File: config.mk
export PLATFORM = sky130hd
export DESIGN_NAME = hazard_unit
export DESIGN_NICKNAME = d
export VERILOG_FILES = /design/src/rtl/hazard_unit.sv
export SDC_FILE = /design/constraint.sdc
export NUM_CORES = 1
export LEC_CHECK = 0
export CAP_MARGIN = 5
export CORE_MARGIN = 4
export CORE_UTILIZATION = 45
export DETAILED_ROUTE_END_ITERATION = 8
export DONT_BUFFER_PORTS = 1
export PLACE_DENSITY_LB_ADDON = 0.15
export SLEW_MARGIN = 20
export SYNTH_ARGS = -nofsm -noshare
export SYNTH_HDL_FRONTEND = slang
export SYNTH_SLANG_ARGS = --single-unit
File: constraint.sdc
create_clock -name CLK -period 5.5 [get_ports CLK]
set_input_delay 1.1 -clock CLK [delete_from_list [all_inputs] [get_ports CLK]]
set_output_delay 1.1 -clock CLK [all_outputs]
set_load 0.005 [all_outputs]
File: src/rtl/hazard_unit.sv
// Decode-stage scoreboard: tracks pending register-bank writes per register,
// gates issue on RAW / WAW-overflow / depth limits and drains on control transfers.
//
// state  | meaning
// RUN    | normal issue
// HAZARD | decode instruction held by a hazard, overflow or depth limit
// DRAIN  | control transfer issued; no issue until all writes complete
module hazard_unit #(
    parameter int MAX_INFLIGHT = 4,
    parameter int CNT_MAX      = 3
) (
    input  logic       CLK,
    input  logic       RESET,
    input  logic       id_valid,
    input  logic [3:0] id_RA,
    input  logic [3:0] id_RB,
    input  logic [3:0] id_WC,
    input  logic       id_use_ra,
    input  logic       id_use_rb,
    input  logic       id_W_RB,
    input  logic       id_ctrl,
    input  logic       wb_valid,
    input  logic [3:0] wb_WC,
    output logic       issue,
    output logic       stall,
    output logic [1:0] state,
    output logic [2:0] inflight,
    output logic       wb_err
);

    typedef enum logic [1:0] {
        RUN    = 2'd0,
        HAZARD = 2'd1,
        DRAIN  = 2'd2
    } state_t;

    localparam logic [1:0] CNT_TOP  = 2'(CNT_MAX);
    localparam logic [2:0] INFL_TOP = 3'(MAX_INFLIGHT);

    state_t     state_q;
    state_t     state_d;
    logic [1:0] cnt_q [16];
    logic [1:0] cnt_d [16];
    logic [2:0] inflight_q;
    logic [2:0] inflight_d;
    logic       wb_err_q;

    logic raw;
    logic ovf;
    logic full;
    logic inc;
    logic wb_ok;
    logic wb_bad;

    // Hazard terms look only at registered counters: a completion this cycle
    // does not unblock the decode instruction until the next cycle.
    always_comb begin
        raw  = (id_use_ra && (cnt_q[id_RA] != 2'd0)) ||
               (id_use_rb && (cnt_q[id_RB] != 2'd0));
        ovf  = id_W_RB && (cnt_q[id_WC] == CNT_TOP);
        full = id_W_RB && (inflight_q == INFL_TOP);
    end

    assign issue  = id_valid && !RESET && (state_q != DRAIN) && !raw && !ovf && !full;
    assign stall  = id_valid && !issue;
    assign inc    = issue && id_W_RB;
    assign wb_ok  = wb_valid && (cnt_q[wb_WC] != 2'd0);
    assign wb_bad = wb_valid && (cnt_q[wb_WC] == 2'd0);

    always_comb begin
        for (int i = 0; i < 16; i++) begin
            cnt_d[i] = cnt_q[i];
            if (inc && (id_WC == 4'(i)) && !(wb_ok && (wb_WC == 4'(i)))) begin
                cnt_d[i] = cnt_q[i] + 2'd1;
            end else if (wb_ok && (wb_WC == 4'(i)) && !(inc && (id_WC == 4'(i)))) begin
                cnt_d[i] = cnt_q[i] - 2'd1;
            end
        end
    end

    always_comb begin
        inflight_d = inflight_q;
        case ({inc, wb_ok})
            2'b10:   inflight_d = inflight_q + 3'd1;
            2'b01:   inflight_d = inflight_q - 3'd1;
            default: inflight_d = inflight_q;
        endcase
    end

    always_comb begin
        state_d = state_q;
        case (state_q)
            RUN: begin
                if (issue && id_ctrl) begin
                    state_d = DRAIN;
                end else if (stall) begin
                    state_d = HAZARD;
                end
            end
            HAZARD: begin
                if (issue) begin
                    state_d = id_ctrl ? DRAIN : RUN;
                end else if (!id_valid) begin
                    state_d = RUN;
                end
            end
            DRAIN: begin
                if (inflight_d == 3'd0) begin
                    state_d = RUN;
                end
            end
            default: state_d = RUN;
        endcase
    end

    always_ff @(posedge CLK) begin
        if (RESET) begin
            state_q    <= RUN;
            inflight_q <= 3'd0;
            wb_err_q   <= 1'b0;
            for (int i = 0; i < 16; i++) begin
                cnt_q[i] <= 2'd0;
            end
        end else begin
            state_q    <= state_d;
            inflight_q <= inflight_d;
            if (wb_bad) begin
                wb_err_q <= 1'b1;
            end
            for (int i = 0; i < 16; i++) begin
                cnt_q[i] <= cnt_d[i];
            end
        end
    end

    assign state    = state_q;
    assign inflight = inflight_q;
    assign wb_err   = wb_err_q;

endmodule

==> metrics.txt, run 1 <==
GRT Resource Usage Total=0.197; H-tree depth=2; Final Max Slew Viols=0; final non-filler cell total=379; CP required=5680 ps; Vias=2337; Critical R2R Capture=state[1]; die span in y=87.6 µm; Crit Path Max Fanout=17; clk_lat worst skew=290 ps; post-route clock period utilization=0.669; initial DRC count=196; Post-CTS Setup Repair Bufs=0; synthesized area per cell=9.21 µm²; synth unique cells=45; Compound-Gate Fraction of Synth Area=0.111; status=finished, final reports clean; CTS Buffer Depth=2; initial antenna violation count=0; Top FF cell, synth=dfxtp_1; Initial Util=0.474; WP data arrival=3860 ps; Fmax achieved=272 MHz; number of synthesized flops with an enable pin=0; vias in the first global route=2275; crit path cell chain=inv_1 > mux4_2 > o221ai_1 > a41oi_1 > nand4_4 > ha_1 > inv_1 > fa_1 > xor2_1 > xnor2_1 > nand4b_1 > a32o_1; hold_sp=cnt_q[11][1]; Setup violations, final=0; drt first pass iters=4; Post-Synth XOR/XNOR Area=0.107; MaxCap Viol Count=0; power density cells=195 mW/mm²; Layout Nets=346; Hold Buf Count CTS=0; Max VDD drop=0.000137 V; clk sinks=38; CTS root buf=clkbuf_8; Vias/cell=6.17; Die Area=0.00768 mm²; IO Count=32; antenna cells=0; ys async rst share=0; Setup crit end kind=flop; setup TNS=0 ps; R2R Setup Slk=2250 ps; kind of critical path=input pin to flop; placed insts=372; final number of hold-violating endpoints=0; Seq/Total Area, Yosys=0.267; post-synth top area cell=dfxtp_1; GRT overflow=0; Mapped Cells=310; Hold WC Path Type=flop to flop; largest net degree at the start of global routing=40; core footprint=0.00603 mm²; largest family of logic cells by synthesized area=simple AND/OR/NAND/NOR gates; routed len/inst=18.3 µm; post-DP HPWL=5380 µm; top cell type's share of synthesized area=0.267; relative slew slack=0.686; multiplexer share of the synthesized area=0.157; area share of and/or/nand/nor cells after synthesis=0.239; CTS resizes=0; remaining antenna violation count=0; Synth Net Count=352; Hold Path End=cnt_q[11][1]; RSZ-0062 raised after global routing=no; reg2reg path depth=12; leakage=0.00107 µW; total CTS buffers=5; TritonCTS clock tree=yes; site row count=28; Port Buf Inserts=0; layout cells sized above 1=0.132; Final Skew=9.27 ps; Seq cells post-synth=38; RePlAce Congestion=0.822; Period minus WS final=3680 ps; Worst-Margin Slew=470 ps; Clock Pin Slew Worst Setup and Hold Paths=70 ps; Synth area leaders=dfxtp_1, mux4_2, xor2_1; Hold Path Depth=2; Routed WL=6930 µm; Post-route DRC=0; Yosys Warn Count=0; startpoint types=input pin; most frequent CP cell=inv_1; Synth Area in Adders=0.0815; Reg-to-Reg Start=cnt_q[2][0]; global-route wire length before repair=11800 µm; CP max-delay cell=mux4_2; synthesis-to-layout area growth=4.69%; Die Wd=87.6 µm; post-synth design cell area=0.00285 mm²; Crit path largest cell delay=520 ps
[per-layer routing]
metal / up-vias / global-route usage / routed length, µm
met5: - / 0 / 0
met4: 0 / 0.0418 / 57
met3: 5 / 0.0470 / 604
met2: 82 / 0.307 / 3050
met1: 1135 / 0.278 / 3210
li1: 1115 / - / -
[state kept, by name, indices dropped and copies added, names as in the netlist]
signal,cells
cnt_q,32
inflight,3
state,2
wb_err,1
[kinds of logic after synthesis]
group | Yosys count
simple gates | 126
compound gates | 50
flops | 38
xor+xnor | 35
buf+inv | 22
mux | 21
fa+ha+maj | 18
[final cells by class]
class	count	area, µm²
clock buffers	6	82.6
multi-input cells	250	1990
flip-flops and latches	38	761
fillers	600	3040
clock inverters	1	30.0
well taps	75	93.8
inverters	9	33.8
[cells in the mapped netlist, drive strengths merged, types with 5 or more instances]
master	number
a21oi	18
clkbuf	9
dfxtp	38
ha	17
inv	9
mux4	19
nand2	20
nand2b	5
nand3	9
nor2	45
nor2b	6
nor3	9
nor4	7
o21ai	17
or3	17
xor2	34
[worst max-delay path: cells and delay by family]
kind | cells | cell delay [ps]
muxes | 1 | 520
xor gates and xnor gates | 2 | 370
buffers and inverters | 2 | 200
and+or+nand+nor | 2 | 430
AOI/OAI and AO/OA | 3 | 620
adders and majority gates | 2 | 630
[where the power goes]
part	switching, µW	leakage (µW)	internal, µW	total (µW)
Clock	97.7	0.0000573	145	243
Sequential	6.37	0.000307	280	286
Combinational	27.5	0.000711	26.2	53.8
Total	132	0.00107	451	583
[how the worst max path moves through the flow]
stage,start,end
after global routing,id_RA[2],state[1]
final,id_RA[2],state[1]
after floorplan,id_RA[2],state[1]
after CTS,id_RA[2],state[1]
after global placement,id_RA[2],state[1]
after detailed placement,id_RA[2],state[1]
[through the flow]
stage                     hold slack [ps]  utilization  total power [µW]  worst slack, ps  cell area (µm²)
final                                 501        0.496               583             1820             2990
after global routing                  532        0.496               613             1550             2990
after CTS                             505        0.496               593             1820             2990
after detailed placement              491        0.477               346             1510             2880
after floorplan                       461            -               348             1710             2850
after global placement                480        0.477               346             1580             2880
[layout by cell type (no fill, tap or decap), types with 6 or more instances in the layout]
cell type / count
mux4_2: 19
xor2_1: 34
dfxtp_1: 38
o21ai_0: 17
nor2_1: 45
ha_1: 17
nand2_1: 20
nand3_1: 8
clkbuf_8: 6
a21oi_1: 18
nor3_2: 6
inv_1: 9
nor2b_1: 6
or3_1: 17
Note: power is estimated with default switching activity, not from simulation.
==> run 2: changes to the inputs <==
- clock period: 5.5 -> 3.7 ns (I/O delays scaled with it)
==> metrics.txt, run 2 (same netlist as run 1, synthesis figures left out) <==
final number of hold-violating endpoints=0; commonest non-fill, non-tap cells in the layout=nor2_1, dfxtp_1, xor2_1; Period minus WS final=3320 ps; Die Wd=87.6 µm; kind of critical path=flop to flop; clk_lat worst skew=290 ps; CTS Buffer Depth=2; CTS root buf=clkbuf_8; Port Buf Inserts=0; hold_sp=RESET; startpoint types=flop; Fmax achieved=301 MHz; routed len/inst=18.6 µm; Register Area=761 µm²; status=finished, final reports clean; Setup crit end kind=flop; TritonCTS clock tree=yes; global-route wire length before repair=11900 µm; RSZ-0062 raised after global routing=no; Crit Path Max Fanout=5; Fill cells=587; Final Skew=6.32 ps; H-tree depth=2; antenna cells=0; synthesis-to-layout area growth=4.73%; vias in the first global route=2323; Vias/cell=6.09; Initial Util=0.474; remaining antenna violation count=0; CP required=3890 ps; initial antenna violation count=0; setup TNS=0 ps; multi-input logic area=0.00199 mm²; Hold WC Path Type=input pin to flop; Vias=2320; power density cells=286 mW/mm²; GRT overflow=0; Worst Setup SP=cnt_q[2][0]; Flop pwr share=0.498; MaxCap Viol Count=0; internal power=657 µW; die span in y=87.6 µm; Reg-to-Reg Start=cnt_q[2][0]; Max VDD drop=0.000171 V; Routed WL=7100 µm; Worst-Margin Slew=457 ps; leakage=0.00107 µW; RePlAce Congestion=0.869; IO Count=32; GRT Resource Usage Total=0.202; Die Area=0.00768 mm²; Final Max Slew Viols=0; layout cells sized above 1=0.131; Hold Buf Count CTS=0; initial DRC count=193; clock share of power=0.407; Sw Pwr=198 µW; site row count=28; Setup violations, final=0; commonest non-fill, non-tap cell in the layout=nor2_1; Biggest register=cnt_q; WP data arrival=3510 ps; drt first pass iters=4; total CTS buffers=5; clk sinks=38; Post-route DRC=0; max reg flops=32; Post-CTS Setup Repair Bufs=0; Clock Pin Slew Worst Setup and Hold Paths=70 ps; CTS resizes=0; largest net degree at the start of global routing=40; Hold Slack=507 ps; relative slew slack=0.695; core footprint=0.00603 mm²; Logic pwr share=0.095; Sw Ratio=0.232; post-route clock period utilization=0.897; Layout Nets=347; post-DP HPWL=5410 µm
run 2: power by group through the flow:
stage / Clock [µW] / Sequential [µW] / Combinational [µW]
6_report: 348 / 426 / 81.2
5_1_grt: 383 / 428 / 90.4
3_3_place_gp: 0 / 436 / 80.3
4_1_cts: 358 / 426 / 80.8
3_5_place_dp: 0 / 436 / 80.2
2_1_floorplan: 0 / 432 / 86.1
run 2: worst paths after layout:
check	cells after the start	endpoint	slack [ps]
min reg2reg	2	cnt_q[7][1]	510
min	1	inflight[2]	510
max	12	state[1]	380
max reg2reg	12	state[1]	380
run 2: metrics by stage:
step / cell area (µm²) / total power, µW / utilization / instances / setup slack, ps
after global placement: 2880 / 516 / 0.478 / 373 / 252
after global routing: 2990 / 901 / 0.496 / 381 / 192
after floorplan: 2850 / 518 / - / 310 / 270
final: 2990 / 855 / 0.496 / 381 / 381
after detailed placement: 2880 / 516 / 0.478 / 373 / 200
after CTS: 2990 / 865 / 0.496 / 381 / 410
run 2: metal layers:
metal	GRT usage	vias up	wire length [µm]
li1	-	1114	-
met1	0.283	1100	3160
met2	0.299	93	3110
met3	0.0527	13	682
met4	0.0725	0	146
met5	0	-	0
run 2: final cells by class:
| class | count | share of cell area |
|---|---|---|
| clock buffers | 7 | 0.0255 |
| clock inverters | 1 | 0.0100 |
| inverters | 9 | 0.0113 |
| multi-input cells | 250 | 0.665 |
| flip-flops and latches | 38 | 0.254 |
| well taps | 75 | 0.0314 |
| repair buffers | 1 | 0.00251 |
run 2: worst max-delay path, stage by stage (launching register included):
cell and delay [ps]:
dfxtp_1 470, nor2_1 120, mux4_2 470, nor2b_1 150, a211o_1 330, a21boi_0 300
ha_1 240, inv_1 60, fa_1 370, xor2_1 230, xnor2_1 160, nand4b_1 110
a32o_1 210
==> run 3: changes to the inputs <==
- SLEW_MARGIN: 20 -> 10
==> results of run 3 <==
The final DEF is identical to that of run 2; final timing and power are the same.
